$ cat src/rtl/stroke_line_gen.sv
// Stroke rasteriser: turns accepted cursor points into Bresenham pixel writes,
// joining each pen-down point to the previous one.
module stroke_line_gen #(
  parameter int unsigned COORD_W = 8
) (
  input  logic               clk,
  input  logic               reset,
  input  logic               ptValid,
  output logic               ptReady,
  input  logic [COORD_W-1:0] ptX,
  input  logic [COORD_W-1:0] ptY,
  input  logic               ptBrush,
  input  logic [2:0]         ptColor,
  output logic               wEn,
  output logic [COORD_W-1:0] wx,
  output logic [COORD_W-1:0] wy,
  output logic [2:0]         wColor,
  output logic               busy
);

  localparam int unsigned SW = COORD_W + 2;
  localparam int unsigned EW = COORD_W + 3;

  typedef enum logic [1:0] {IDLE, SETUP, DRAW} state_t;

  state_t                state;
  logic [COORD_W-1:0]    x0, y0, x1, y1;
  logic [2:0]            color_q;
  logic [COORD_W-1:0]    prevX, prevY;
  logic                  hasPrev;
  logic signed [SW-1:0]  dx, dy, err;
  logic                  sx_neg, sy_neg;

  logic signed [SW-1:0]  diff_x, diff_y, abs_x, abs_y;
  logic signed [EW-1:0]  e2, dx_e, dy_e;
  logic                  step_x, step_y, at_end;
  logic signed [SW-1:0]  add_x, add_y, err_next;
  logic [COORD_W-1:0]    x_next, y_next;

  // Line setup terms from the latched endpoints
  always_comb begin
    diff_x = $signed({2'b00, x1}) - $signed({2'b00, x0});
    diff_y = $signed({2'b00, y1}) - $signed({2'b00, y0});
    abs_x  = diff_x[SW-1] ? -diff_x : diff_x;
    abs_y  = diff_y[SW-1] ? -diff_y : diff_y;
  end

  // One Bresenham step from the pixel currently on the write port
  always_comb begin
    e2     = $signed({err, 1'b0});
    dx_e   = $signed({dx[SW-1], dx});
    dy_e   = $signed({dy[SW-1], dy});
    step_x = (e2 >= dy_e);
    step_y = (e2 <= dx_e);
    add_x  = '0;
    add_y  = '0;
    x_next = wx;
    y_next = wy;
    if (step_x) begin
      add_x  = dy;
      x_next = sx_neg ? wx - COORD_W'(1) : wx + COORD_W'(1);
    end
    if (step_y) begin
      add_y  = dx;
      y_next = sy_neg ? wy - COORD_W'(1) : wy + COORD_W'(1);
    end
    err_next = err + add_x + add_y;
    at_end   = (wx == x1) && (wy == y1);
  end

  always_ff @(posedge clk) begin
    if (reset) begin
      state   <= IDLE;
      ptReady <= 1'b1;
      busy    <= 1'b0;
      wEn     <= 1'b0;
      wx      <= '0;
      wy      <= '0;
      wColor  <= '0;
      prevX   <= '0;
      prevY   <= '0;
      hasPrev <= 1'b0;
      x0      <= '0;
      y0      <= '0;
      x1      <= '0;
      y1      <= '0;
      color_q <= '0;
      dx      <= '0;
      dy      <= '0;
      err     <= '0;
      sx_neg  <= 1'b0;
      sy_neg  <= 1'b0;
    end else begin
      case (state)
        IDLE: begin
          wEn <= 1'b0;
          if (ptValid && ptReady) begin
            if (ptBrush) begin
              x1      <= ptX;
              y1      <= ptY;
              color_q <= ptColor;
              x0      <= hasPrev ? prevX : ptX;
              y0      <= hasPrev ? prevY : ptY;
              state   <= SETUP;
              ptReady <= 1'b0;
              busy    <= 1'b1;
            end else begin
              // Pen up only moves the anchor; the next pen-down starts fresh
              prevX   <= ptX;
              prevY   <= ptY;
              hasPrev <= 1'b0;
            end
          end
        end
        SETUP: begin
          dx     <= abs_x;
          dy     <= -abs_y;
          err    <= abs_x - abs_y;
          sx_neg <= diff_x[SW-1];
          sy_neg <= diff_y[SW-1];
          wx     <= x0;
          wy     <= y0;
          wColor <= color_q;
          wEn    <= 1'b1;
          state  <= DRAW;
        end
        DRAW: begin
          if (at_end) begin
            wEn     <= 1'b0;
            busy    <= 1'b0;
            ptReady <= 1'b1;
            prevX   <= x1;
            prevY   <= y1;
            hasPrev <= 1'b1;
            state   <= IDLE;
          end else begin
            wx  <= x_next;
            wy  <= y_next;
            err <= err_next;
          end
        end
        default: state <= IDLE;
      endcase
    end
  end

endmodule

$ cat config.mk
export PLATFORM = sky130hd
export DESIGN_NAME = stroke_line_gen
export DESIGN_NICKNAME = d
export VERILOG_FILES = /design/src/rtl/stroke_line_gen.sv
export SDC_FILE = /design/constraint.sdc
export NUM_CORES = 1
export LEC_CHECK = 0
export CAP_MARGIN = 20
export CORE_AREA = 2 2 89 155
export DETAILED_ROUTE_END_ITERATION = 16
export DIE_AREA = 0 0 91 157
export GPL_ROUTABILITY_DRIVEN = 0
export PLACE_DENSITY = 0.79
export SETUP_SLACK_MARGIN = 0.1
export SLEW_MARGIN = 20
export SYNTH_ARGS = -nofsm -noshare
export SYNTH_HDL_FRONTEND = slang
export SYNTH_SLANG_ARGS = --single-unit
export TNS_END_PERCENT = 100
$ cat constraint.sdc
create_clock -name clk -period 4.9 [get_ports clk]
set_clock_uncertainty 0.2 [all_clocks]
set_input_delay 0.98 -clock clk [delete_from_list [all_inputs] [get_ports clk]]
set_output_delay 0.98 -clock clk [all_outputs]
set_load 0.005 [all_outputs]
### Yosys cells after proc, flatten, opt, wreduce, memory -nomap -nowiden

Cells that the tools add are included.

| storage, ports and cells | value |
|---|---|
| input bits | 23 |
| bits in registers | 108 |
| output and inout bits | 22 |

| operators by class | value |
|---|---|
| muxes and demuxes | 40 |
| equal/unequal tests | 11 |
| order comparisons | 2 |
| $add $sub $neg | 12 |
| reduce and logical (&&, ||, !) cells | 14 |

Operator list:

| cell | number |
|---|---|
| two-way mux 8 bit | 14 |
| case mux 8 bit (2 select lines) | 4 |
| two-way mux 10 bit | 5 |
| adder 10 bit | 2 |
| negator 9 -> 10 bit | 2 |
| case mux 10 bit (2 select lines) | 1 |
| subtractor 8 x 8 -> 9 bit | 2 |
| adder 8 x 1 -> 8 bit, second input constant | 2 |
| equality test 8 bit | 2 |
| subtractor 8 x 1 -> 8 bit, second input constant | 2 |
| inequality test 2 bit, second input constant | 7 |
| AND reduction 3 bit | 4 |
| greater-or-equal comparator 11 x 10 -> 1 bit | 1 |
| <= comparator 11 x 10 -> 1 bit | 1 |
| negator 10 bit | 1 |
| subtractor 10 bit | 1 |
| two-way mux 1 bit | 8 |
| AND reduction 4 bit | 2 |
| two-way mux 2 bit | 3 |
| case mux 1 bit (2 select lines) | 3 |
| case mux 2 bit (3 select lines) | 1 |
| AND reduction 2 bit | 2 |
| nonzero test 2 bit | 2 |
| case mux 1 bit (3 select lines) | 1 |
| 5 further kinds | 6 |

### Longest topological paths before layout

| depth | value |
|---|---|
| word-level depth | 6 |
| depth in mapped cells | 23 |

### Least setup slack after synthesis

No wires, ideal clock.

| timing | value |
|---|---|
| path type | register -> register |
| from | register dy[1] |
| to | register err[9] |
| required time | 4580 ps |
| cell stages (with the launch flop) | 24 |
| data arrival time | 4149 ps |
| clock period less this slack | 4469 ps |
| path buffers | 1 |
| slack | 431 ps |
| cells stage by stage | dfxtp_1 -> inv_1 -> ha_1 -> nor2b_1 -> o21a_1 -> o21a_1 -> o211ai_1 -> a21boi_0 -> o21ai_0 -> clkbuf_1 -> nor2_1 -> fa_1 -> ha_1 -> inv_1 -> fa_1 -> nor2b_1 -> o21ai_0 -> a21oi_1 -> o21ai_0 -> nand2b_1 -> a21oi_1 -> xnor3_1 -> mux2i_1 -> a21oi_1 |

| on the way | value |
|---|---|
| longest elaborated chain between the ends | 6 |

RTL lines:

| what | line | text |
|---|---|---|
| start, declared | 31 | `logic signed [SW-1:0] dx, dy, err;` |
| start signal, assigned | 117 | `dy <= -abs_y;` |
| greater-or-equal comparator 11 x 10 -> 1 bit | 53 | `step_x = (e2 >= dy_e);` |
| two-way mux 10 bit * | 59 | `if (step_x) begin` |
| adder 10 bit * (2 in a row) | 67 | `err_next = err + add_x + add_y;` |
| two-way mux 10 bit * | 128 | `if (at_end) begin` |
| case mux 10 bit (2 select lines) * | 94 | `case (state)` |
| end signal, assigned | 118 | `err <= abs_x - abs_y;` |
| end signal, assigned | 139 | `err <= err_next;` |
| end, declared | 31 |  |

Mark *: on every way between the ends. The rest lies on a longest branch, timed or not. The select of a mux whose other input is x is not followed.
A chain may end at the register's enable or synchronous reset.

### Worst setup path in the final report

Same ends and word-level chain as after synthesis.

==> results.sh <==
export IMPL_outcome="complete, no violations"
export IMPL_cpPeakStageDelay_ps=500
export IMPL_grt_pass1_vias=6916
export IMPL_vias=6939
export IMPL_htreeDepth=3
export IMPL_ios=45
export IMPL_synth_commonest_cells="nand2_1, nor2_1, a21oi_1, dfxtp_1, ha_1"
export IMPL_drt_total_wl_um=19700
export IMPL_ys_top_cells_by_area="dfxtp_1, ha_1, a21oi_1, nand2_1, nor2_1"
export IMPL_wl_per_cell_um=16.8
export IMPL_synth_top_cell_area_share=0.281
export IMPL_ys_ff_latch=108
export IMPL_port_buffers=44
export IMPL_dr_pass1_iters=5
export IMPL_finalMaxSlewViolations=0
export IMPL_power_frac_comb=0.517
export IMPL_path_max_fanout=8
export IMPL_worst_ep_required_time_ps=4940
export IMPL_drive_above_1_share=0.0709
export IMPL_cts_tree="yes"
export IMPL_vdd_drop_max_v=0.000252
export IMPL_fin_cells=1172
export IMPL_synthArstFlopShare=0
export IMPL_synth_cells=975
export IMPL_switchingPower_mw=1.56
export IMPL_die_y_um=157
export IMPL_hold_depth=2
export IMPL_rsz0062_at_grt="yes"
export IMPL_drv_cap=0
export IMPL_slowest_stage="fa_1"
export IMPL_path_buf_inv=3
export IMPL_die_area_sq_um=14300
export IMPL_ff2ff_path_depth=23
export IMPL_die_w_um=91
export IMPL_grt_max_degree=68
export IMPL_switching_share=0.416
export IMPL_drtIter0Drc=363
export IMPL_total_power_mw=3.75
export IMPL_finalSetupViolCount=0
export IMPL_antenna_found_initial=0
export IMPL_cts_buffers=9
export IMPL_synth_enable_flop_cells=0
export IMPL_grt_overflow=0
export IMPL_grt_usage=0.283
export IMPL_cts_root_buf="clkbuf_16"
export IMPL_synth_flop_cell="dfxtp_1"
export IMPL_power_density_nw_per_um2=435
export IMPL_seqPwrFrac=0.271
export IMPL_yosysSeqAreaShare=0.281
export IMPL_hold_class="flop to flop"
export IMPL_antennaDiodeCount=0
export IMPL_clockPowerShare=0.212
export IMPL_crit_chain="inv_1, ha_1, nor2b_1, o21a_1, o21a_1, o211ai_1, a21boi_1, o21ai_1, buf_4, nor2_1, fa_1, ha_1, inv_1, fa_2, nor2b_1, o21ai_2, a21oi_2, o21ai_1, nand2b_1, a21oi_1, xnor3_1, mux2i_1, a21oi_1"
export IMPL_fin_setup_tns_ps=0
export IMPL_clkSlewWorstSetupHoldPaths_ps=80
export IMPL_core_sq_um=12900
export IMPL_synth_top_area_cell="dfxtp_1"
export IMPL_synth_most_common_cell="nand2_1"
export IMPL_ys_warn_count=0
export IMPL_vias_per_cell=5.92
export IMPL_p_leak_nw=3.48
export IMPL_critPathLaunchType="flop"
export IMPL_row_count=55
export IMPL_worst_pin_slew_ps=1110
export IMPL_fillerInstances=1154
export IMPL_final_nets=1102
export IMPL_fmax_mhz=221
export IMPL_cellInternalPower_mw=2.19
export IMPL_drc=0
export IMPL_max_slew_margin_rel=0.260
export IMPL_path_class="flop to flop"
export IMPL_period_share=0.925
export IMPL_place_inst=1153
export IMPL_min_period_ps=4530
export IMPL_critPathCaptureType="flop"
export IMPL_initial_core_util=0.595
export IMPL_grt_pass1_wl_um=32800
export IMPL_hold_viol_final=0
export IMPL_synth_distinct_cells=71
export IMPL_arrival_ps=4570
export IMPL_dpl_hpwl_um=14600
export IMPL_clock_latency_ps=360
export IMPL_cts_sinks=108
export IMPL_ant_nets=0
export IMPL_syn_to_final_growth_pct=11.8
export IMPL_whs_ps=252
export IMPL_crit_family="compound AO/OA/AOI/OAI gates"
export IMPL_syn_area_sq_um=7690
export IMPL_avgSynthCellArea_sq_um=7.89
export IMPL_clock_path_buffers=2
export IMPL_cp_depth=23
export IMPL_syn_num_nets=1081
-- worst reg2reg max path, stage by stage, from the launching register on --
cell and delay [ps]:
dfxtp_1 340, inv_1 60, ha_1 270, nor2b_1 130, o21a_1 170, o21a_1 170
o211ai_1 160, a21boi_1 100, o21ai_1 180, buf_4 190, nor2_1 70, fa_1 500
ha_1 160, inv_1 50, fa_2 350, nor2b_1 150, o21ai_2 90, a21oi_2 170
o21ai_1 90, nand2b_1 80, a21oi_1 80, xnor3_1 410, mux2i_1 190, a21oi_1 80
-- kinds of logic (layout without fill, tap and decap cells) --
family,Yosys count,count (layout),share of synthesized area
adders and majority gates,83,83,0.150
muxes,22,22,0.0288
and+or+nand+nor,341,341,0.194
xor gates and xnor gates,65,65,0.0806
AOI/OAI and AO/OA,243,243,0.205
buffers and inverters,113,139,0.0603
DFF,108,108,0.281
-- power groups by stage --
stage | logic (mW) | clock network (mW) | registers, mW
after floorplan | 1.40 | 0 | 1.01
after global placement | 1.79 | 0 | 1.04
after detailed placement | 1.84 | 0 | 1.04
after CTS | 1.86 | 0.801 | 1.02
after global routing | 2.12 | 0.836 | 1.03
final | 1.94 | 0.793 | 1.02
-- state kept, by name, summed over array words and instances (netlist names) --
name     count
err         10
prevX        8
y0           8
state        2
hasPrev      1
color_q      3
sy_neg       1
dy          10
x0           8
prevY        8
wEn          1
busy         1
x1           8
wColor       3
dx          10
sx_neg       1
wy           8
y1           8
ptReady      1
wx           8
-- worst paths after layout --
kind                to       start  slack [ps]
max             err[9]       dy[1]         370
min          wColor[0]  color_q[0]         250
max reg2reg     err[9]       dy[1]         370
min reg2reg  wColor[0]  color_q[0]         250
-- per-layer routing --
metal	track usage	share of wire
met1	0.316	0.40
met2	0.513	0.51
met4	0.162	0.049
met5	0	0
met3	0.0364	0.036
-- repair_timing --
item                       CTS  global route
setup endpoints to repair    1             3
pin swaps                    0             2
hold buffers                 0             0
setup buffers                0             3
resized for setup            1            10
-- placed cells by master (no fill, tap or decap), types with 9 or more instances in the layout --
master           synthesis  layout
clkbuf_16                0       9
a21o_1                  12      12
clkdlybuf4s50_1          0      43
o21ai_0                 29      26
a21oi_1                112     108
nor2b_1                 19      17
xnor2_1                 29      29
mux2i_1                 21      21
fa_1                    15      14
a21oi_2                  5       9
inv_1                   64      64
xor2_1                  30      30
a211oi_1                37      36
nor2_1                 121     120
nor3_1                  23      23
dfxtp_1                108     108
buf_4                    1      16
ha_1                    68      68
nand2_1                124     124
nand3_1                 14      14
-- through the flow --
| step | worst slack (ps) | instance area, sq um | util |
|---|---|---|---|
| 2_1_floorplan | 431 | 7690 | - |
| 3_3_place_gp | 269 | 8230 | 0.636 |
| 3_5_place_dp | 93.1 | 8230 | 0.636 |
| 4_1_cts | 132 | 8550 | 0.661 |
| 5_1_grt | 63.1 | 8600 | 0.665 |
| 6_report | 366 | 8600 | 0.665 |
-- final cells by class --
type,instances,area (sq um),share of cell area
inverters,64,240,0.0279
well taps,171,214,0.0249
clock buffers,9,225,0.0262
repair buffers,59,551,0.0640
multi-input cells,754,5110,0.594
flip-flops and latches,108,2160,0.251
clock inverters,7,100,0.0116
Power figures use the tool's default switching activity.
